[src/rtl/seq_mcycle_ctrl_pkg.sv]
// Shared types and width helpers for the machine-cycle sequencer.
`default_nettype none

package seq_mcycle_ctrl_pkg;

    localparam int MODE_W = 2;

    typedef enum logic [MODE_W-1:0] {
        RUN      = 2'd0,
        HALT     = 2'd1,
        STOP     = 2'd2,
        OSC_WAIT = 2'd3
    } seq_mode_t;

    // A two-phase cycle still needs one bit of T-phase.
    function automatic int tph_width(input int t_per_m);
        return (t_per_m <= 2) ? 1 : $clog2(t_per_m);
    endfunction

    localparam int T_PER_M_DEF = 4;
    localparam int TPH_W_DEF   = tph_width(T_PER_M_DEF);

endpackage

`default_nettype wire

[src/rtl/seq_mcycle_ctrl_nmi_sync.sv]
// NMI synchroniser with rising-edge detect and a pending flag where a new edge beats a clear.
`default_nettype none

module seq_nmi_sync (
    input  logic CLK,
    input  logic RESET,
    input  logic SYNC_RESET,
    input  logic nmi_i,
    input  logic clr_i,
    output logic pending_o
);

    logic [1:0] sync_q;
    logic       dly_q;
    logic       pending_q;
    logic       rise;

    assign rise      = sync_q[1] & ~dly_q;
    assign pending_o = pending_q;

    always_ff @(posedge CLK or posedge RESET) begin
        if (RESET) begin
            sync_q    <= '0;
            dly_q     <= 1'b0;
            pending_q <= 1'b0;
        end else if (SYNC_RESET) begin
            sync_q    <= '0;
            dly_q     <= 1'b0;
            pending_q <= 1'b0;
        end else begin
            sync_q    <= {sync_q[0], nmi_i};
            dly_q     <= sync_q[1];
            pending_q <= rise | (pending_q & ~clr_i);
        end
    end

endmodule

`default_nettype wire

[src/rtl/seq_mcycle_ctrl.sv]
// Machine-cycle sequencer: T-phase/wait counting, M-cycle state, low-power modes and interrupt entry.
`default_nettype none

module seq_mcycle_ctrl
    import seq_mcycle_ctrl_pkg::*;
#(
    parameter int STATE_W         = 3,
    parameter int T_PER_M         = 4,
    parameter int WAIT_MAX        = 3,
    parameter int OSC_WAIT_CYCLES = 16
) (
    input  logic                            CLK,
    input  logic                            RESET,
    input  logic                            SYNC_RESET,
    input  logic [STATE_W-1:0]              state_next,
    input  logic                            cond_fail,
    input  logic                            m_last,
    input  logic                            halt_op,
    input  logic                            stop_op,
    input  logic                            addr_valid,
    input  logic                            bus_rd,
    input  logic                            bus_wait,
    input  logic                            irq_pending,
    input  logic                            NMI,
    input  logic                            WAKE,
    input  logic                            OSC_STABLE,
    output logic [STATE_W-1:0]              state,
    output logic [tph_width(T_PER_M)-1:0]   tphase,
    output logic                            m_end,
    output logic [MODE_W-1:0]               mode,
    output logic                            CLK_ENA,
    output logic                            OSC_ENA,
    output logic                            RD,
    output logic                            MREQ,
    output logic                            int_entry,
    output logic                            int_is_nmi,
    output logic                            wait_timeout
);

    localparam int TPH_W  = tph_width(T_PER_M);
    localparam int WAIT_W = $clog2(WAIT_MAX + 1);
    localparam int OSC_W  = $clog2(OSC_WAIT_CYCLES + 1);

    localparam logic [TPH_W-1:0]  TPH_LAST = TPH_W'(T_PER_M - 1);
    localparam logic [WAIT_W-1:0] WAIT_LIM = WAIT_W'(WAIT_MAX);
    localparam logic [OSC_W-1:0]  OSC_LAST = OSC_W'(OSC_WAIT_CYCLES - 1);

    seq_mode_t           mode_q;
    logic [TPH_W-1:0]    tphase_q, tphase_d;
    logic [WAIT_W-1:0]   wait_cnt_q, wait_cnt_d;
    logic [OSC_W-1:0]    osc_cnt_q;
    logic [STATE_W-1:0]  state_q, state_d;
    logic                clk_ena_q, osc_ena_q, rd_q, mreq_q;
    logic                int_entry_q, int_is_nmi_q, wait_timeout_q;

    logic nmi_pending;
    logic is_run, at_last, bus_busy, stall, forced, m_end_w, boundary;
    logic take_nmi, take_irq, enter_halt, enter_stop, run_next;

    seq_nmi_sync u_nmi_sync (
        .CLK        (CLK),
        .RESET      (RESET),
        .SYNC_RESET (SYNC_RESET),
        .nmi_i      (NMI),
        .clr_i      (take_nmi),
        .pending_o  (nmi_pending)
    );

    always_comb begin
        is_run     = (mode_q == RUN);
        at_last    = is_run && (tphase_q == TPH_LAST);
        bus_busy   = addr_valid && bus_wait;
        stall      = at_last && bus_busy && (wait_cnt_q < WAIT_LIM);
        forced     = at_last && bus_busy && (wait_cnt_q == WAIT_LIM);
        m_end_w    = at_last && !stall;
        boundary   = m_end_w && m_last;
        // Interrupts outrank HALT/STOP, so a pending interrupt never lets the core sleep.
        take_nmi   = boundary && nmi_pending;
        take_irq   = boundary && !nmi_pending && irq_pending;
        enter_halt = boundary && !nmi_pending && !irq_pending && halt_op;
        enter_stop = boundary && !nmi_pending && !irq_pending && !halt_op && stop_op;
        run_next   = is_run && !enter_halt && !enter_stop;
    end

    always_comb begin
        tphase_d   = '0;
        wait_cnt_d = '0;
        state_d    = state_q;
        if (is_run) begin
            if (stall) begin
                tphase_d   = tphase_q;
                wait_cnt_d = wait_cnt_q + WAIT_W'(1);
            end else if (!at_last) begin
                tphase_d   = tphase_q + TPH_W'(1);
                wait_cnt_d = wait_cnt_q;
            end
        end
        if (m_end_w) begin
            state_d = (take_nmi || take_irq || cond_fail) ? '0 : state_next;
        end
    end

    always_ff @(posedge CLK or posedge RESET) begin
        if (RESET) begin
            mode_q    <= RUN;
            clk_ena_q <= 1'b1;
            osc_ena_q <= 1'b1;
            osc_cnt_q <= '0;
        end else if (SYNC_RESET) begin
            mode_q    <= RUN;
            clk_ena_q <= 1'b1;
            osc_ena_q <= 1'b1;
            osc_cnt_q <= '0;
        end else begin
            case (mode_q)
                RUN: begin
                    if (enter_halt) begin
                        mode_q    <= HALT;
                        clk_ena_q <= 1'b0;
                    end else if (enter_stop) begin
                        mode_q    <= STOP;
                        clk_ena_q <= 1'b0;
                        osc_ena_q <= 1'b0;
                    end
                end
                HALT: begin
                    if (irq_pending || nmi_pending) begin
                        mode_q    <= RUN;
                        clk_ena_q <= 1'b1;
                    end
                end
                STOP: begin
                    if (WAKE) begin
                        mode_q    <= OSC_WAIT;
                        osc_ena_q <= 1'b1;
                        osc_cnt_q <= '0;
                    end
                end
                OSC_WAIT: begin
                    if (!OSC_STABLE) begin
                        osc_cnt_q <= '0;
                    end else if (osc_cnt_q == OSC_LAST) begin
                        mode_q    <= RUN;
                        clk_ena_q <= 1'b1;
                        osc_cnt_q <= '0;
                    end else begin
                        osc_cnt_q <= osc_cnt_q + OSC_W'(1);
                    end
                end
                default: begin
                    mode_q    <= RUN;
                    clk_ena_q <= 1'b1;
                    osc_ena_q <= 1'b1;
                    osc_cnt_q <= '0;
                end
            endcase
        end
    end

    always_ff @(posedge CLK or posedge RESET) begin
        if (RESET) begin
            tphase_q       <= '0;
            wait_cnt_q     <= '0;
            state_q        <= '0;
            rd_q           <= 1'b0;
            mreq_q         <= 1'b0;
            int_entry_q    <= 1'b0;
            int_is_nmi_q   <= 1'b0;
            wait_timeout_q <= 1'b0;
        end else if (SYNC_RESET) begin
            tphase_q       <= '0;
            wait_cnt_q     <= '0;
            state_q        <= '0;
            rd_q           <= 1'b0;
            mreq_q         <= 1'b0;
            int_entry_q    <= 1'b0;
            int_is_nmi_q   <= 1'b0;
            wait_timeout_q <= 1'b0;
        end else begin
            tphase_q    <= tphase_d;
            wait_cnt_q  <= wait_cnt_d;
            state_q     <= state_d;
            // Strobes are suppressed in the cycle the core leaves RUN.
            mreq_q      <= addr_valid && run_next;
            rd_q        <= addr_valid && bus_rd && run_next && ((tphase_q != TPH_LAST) || stall);
            int_entry_q <= take_nmi || take_irq;
            if (take_nmi || take_irq) begin
                int_is_nmi_q <= take_nmi;
            end
            if (forced) begin
                wait_timeout_q <= 1'b1;
            end
        end
    end

    assign state        = state_q;
    assign tphase       = tphase_q;
    assign m_end        = m_end_w;
    assign mode         = mode_q;
    assign CLK_ENA      = clk_ena_q;
    assign OSC_ENA      = osc_ena_q;
    assign RD           = rd_q;
    assign MREQ         = mreq_q;
    assign int_entry    = int_entry_q;
    assign int_is_nmi   = int_is_nmi_q;
    assign wait_timeout = wait_timeout_q;

endmodule

`default_nettype wire

[config.mk]
export PLATFORM = sky130hd
export DESIGN_NAME = seq_mcycle_ctrl
export DESIGN_NICKNAME = d
export VERILOG_FILES = /design/src/rtl/seq_mcycle_ctrl_pkg.sv /design/src/rtl/seq_mcycle_ctrl_nmi_sync.sv /design/src/rtl/seq_mcycle_ctrl.sv
export SDC_FILE = /design/constraint.sdc
export NUM_CORES = 1
export LEC_CHECK = 0
export BUFFER_PORTS_ARGS = -buffer_cell sky130_fd_sc_hd__buf_2
export CAP_MARGIN = 25
export CORE_MARGIN = 2
export CORE_UTILIZATION = 55
export CTS_CLUSTER_DIAMETER = 60
export DETAILED_ROUTE_END_ITERATION = 6
export PLACE_DENSITY_LB_ADDON = 0.08
export SLEW_MARGIN = 5
export SYNTH_ARGS = -nofsm -noshare
export SYNTH_HDL_FRONTEND = slang
export SYNTH_SLANG_ARGS = --single-unit
[constraint.sdc]
create_clock -name CLK -period 5.1 [get_ports CLK]
set_clock_uncertainty 0.2 [all_clocks]
set_input_delay 1.02 -clock CLK [delete_from_list [all_inputs] [get_ports CLK]]
set_output_delay 1.02 -clock CLK [all_outputs]
set_load 0.03 [all_outputs]
==> flow_metrics.tcl <==
set metrics [dict create \
    overflow 0 \
    p_leak_nw 0.706 \
    hold_start "u_nmi_sync.sync_q[0]$_DFF_PP0_" \
    cap_violations 0 \
    r2r_slack_ns 3.00 \
    final_cell_mix "buf_2, dfrtp_1, nor2_1" \
    worstPathMaxFanout 4 \
    wl_mm 2.50 \
    dieWidth_um 50.9 \
    layout_min_cycle_time_ns 2.94 \
    synth_area_per_cell_um2 10.8 \
    synth_compound_area_share_pct 18.9 \
    antenna_found_initial 0 \
    hold_buffers 0 \
    post_cts_buffers 0 \
    timing.fmax_mhz 340 \
    worst_pin_slew_ns 0.513 \
    ant_nets 0 \
    async_reset_ff_share_pct 100 \
    fillers 156 \
    rsz0062_at_grt "no" \
    arrival_ns 1.72 \
    cts_tree "built" \
    cts_made_buffers 3 \
    grt_pass1_vias 969 \
    core_um2 2020 \
    cts_buffer_depth 2 \
    place.gp.congestion 0.811 \
    grt_max_degree 26 \
    diodes 0 \
    place.port_buffers 31 \
    min_path_type "reg2reg" \
    crit_path_start_kind "input pin" \
    cts_resized 0 \
    synth-simple-area-share_pct 22.2 \
    slew-limit-headroom_pct 65.8 \
    synth_cell_types 43 \
    required_ns 3.88 \
    drc 0 \
    synth-xor-area-share_pct 0 \
    die_area_um2 2590 \
    synth_ff_type "dfrtp_1" \
    die_h_um 50.9 \
    rows 16 \
    multi_input_area_um2 556 \
    hold_viol 0 \
    wire_per_inst_um 14.5 \
    grt_pass1_wl_mm 4.13 \
    ys_seq_elements 25 \
    root_buffer "clkbuf_4" \
    io_pins 32 \
    finalCritPeriodShare_pct 57.7 \
    synth_fa_ha_area_share_pct 3.10 \
    num-nets-final 166 \
    layout_commonest_cell "buf_2" \
    synth_cells 112 \
    drive_gt1_share_pct 27.6 \
    peakVddDrop_v 0.000171 \
    worstSetupPathType "in2out" \
    hpwl_mm 1.79 \
    cts_sinks 25 \
    regArea_um2 628 \
    muxShareOfSynthArea_pct 1.65 \
    power.density_nw_per_um2 258 \
    ys.warnings.count 0 \
    h-tree-depth 1 \
    outcome "finished clean" \
    p_total_w 0.000370 \
    setup_viol 0 \
    dp_cells 167 \
    area_growth_pct 18.7 \
    syn-cell-area_um2 1210 \
    drv_slew 0 \
    via_per_inst 5.81 \
    syn_nets 132 \
    r2r-start "wait_cnt_q[0]$_DFFE_PP0P_" \
    synth_edf_count 0 \
    grtUsageTotal_pct 21.3 \
    synth_seq_area_share_pct 51.9 \
    vias 999 \
    clk_pin_slew_worst_paths_ns 0.13 \
    final_cells 172 \
    clock_latency_ns 0.32 \
    start_util_pct 59.9 \
    critPathLaunch "addr_valid" \
    dr.pass1.iters 4 \
    endpoint_kind "primary output" \
    synth_top_family_by_area "simple AND/OR/NAND/NOR gates" \
    setup_tns_ns 0 \
    drt-initial-drc-count 29 \
]
[power breakdown]
part           switching (W)   total, W  internal, W
registers          0.0000110   0.000218     0.000207
logic              0.0000406  0.0000645    0.0000239
clock network      0.0000574  0.0000880    0.0000306
[metal layers]
layer	up-vias	track usage [%]	share of wire (%)
met5	-	0	0
met1	476	28.3	46
met3	5	3.22	5.0
li1	487	-	-
met2	31	35.1	47
met4	0	8.11	1.5
[stage by stage]
step | util, % | hold slack [ns] | area (µm²) | worst slack [ns]
finish | 71.1 | 0.299 | 1440 | 2.16
detailed placement | 68.4 | 0.272 | 1380 | 2.17
CTS | 69.7 | 0.302 | 1410 | 2.16
global route | 71.1 | 0.326 | 1440 | 2.07
floorplan | - | 0.239 | 1210 | 2.37
global placement | 68.4 | 0.254 | 1380 | 2.18
[worst max-delay path: stages]
cell and delay (ns):
buf_2 0.12, nand3b_1 0.20, and2_1 0.18, buf_2 0.20
[kinds of logic after synthesis]
kind of cell / after synthesis
muxes: 2
DFF: 25
and+or+nand+nor: 44
AOI/OAI and AO/OA: 32
adders and majority gates: 3
buffers and inverters: 6
[cell type report]
cell class / instances / area share (%)
Clock buffer: 4 / 1.83
Tap cell: 27 / 2.35
Sequential cell: 25 / 43.7
Multi-Input combinational cell: 81 / 38.6
Inverter: 3 / 0.783
Timing Repair Buffer: 32 / 12.7
[Yosys cell counts (all sizes together), types with 2 or more instances]
cell	count	area, µm²
dfrtp	23	576
nor2	14	52.6
o21ai	9	45.0
nand2	5	18.8
nand3	4	32.5
nor2b	4	25.0
a21oi	3	15.0
a32o	3	30.0
ha	3	37.5
inv	3	11.3
o21a	3	22.5
o31ai	3	22.5
and3	2	12.5
and4b	2	20.0
buf	2	12.5
dfstp	2	52.6
mux2i	2	20.0
nand4b	2	17.5
nor3	2	10.0
nor3b	2	26.3
[flip-flops by register name, summed over array words and instances, names as in the netlist, 2 cells and up]
register	flops
osc_cnt_q	5
state	3
mode	2
tphase	2
u_nmi_sync.sync_q	2
wait_cnt_q	2
[path summary, 6_finish.rpt]
kind / endpoint / depth (start not counted)
worst max-delay path: m_end / 4
worst min-delay path: u_nmi_sync.sync_q[1]$_DFF_PP0_ / 1
worst max register to register: state[2]$_DFFE_PP0P_ / 5
worst min register to register: u_nmi_sync.sync_q[1]$_DFF_PP0_ / 1
max in group asynchronous: CLK_ENA$_DFFE_PP1P_ / 3
min in group asynchronous: state[2]$_DFFE_PP0P_ / 2
(Power assumes the default switching activity.)
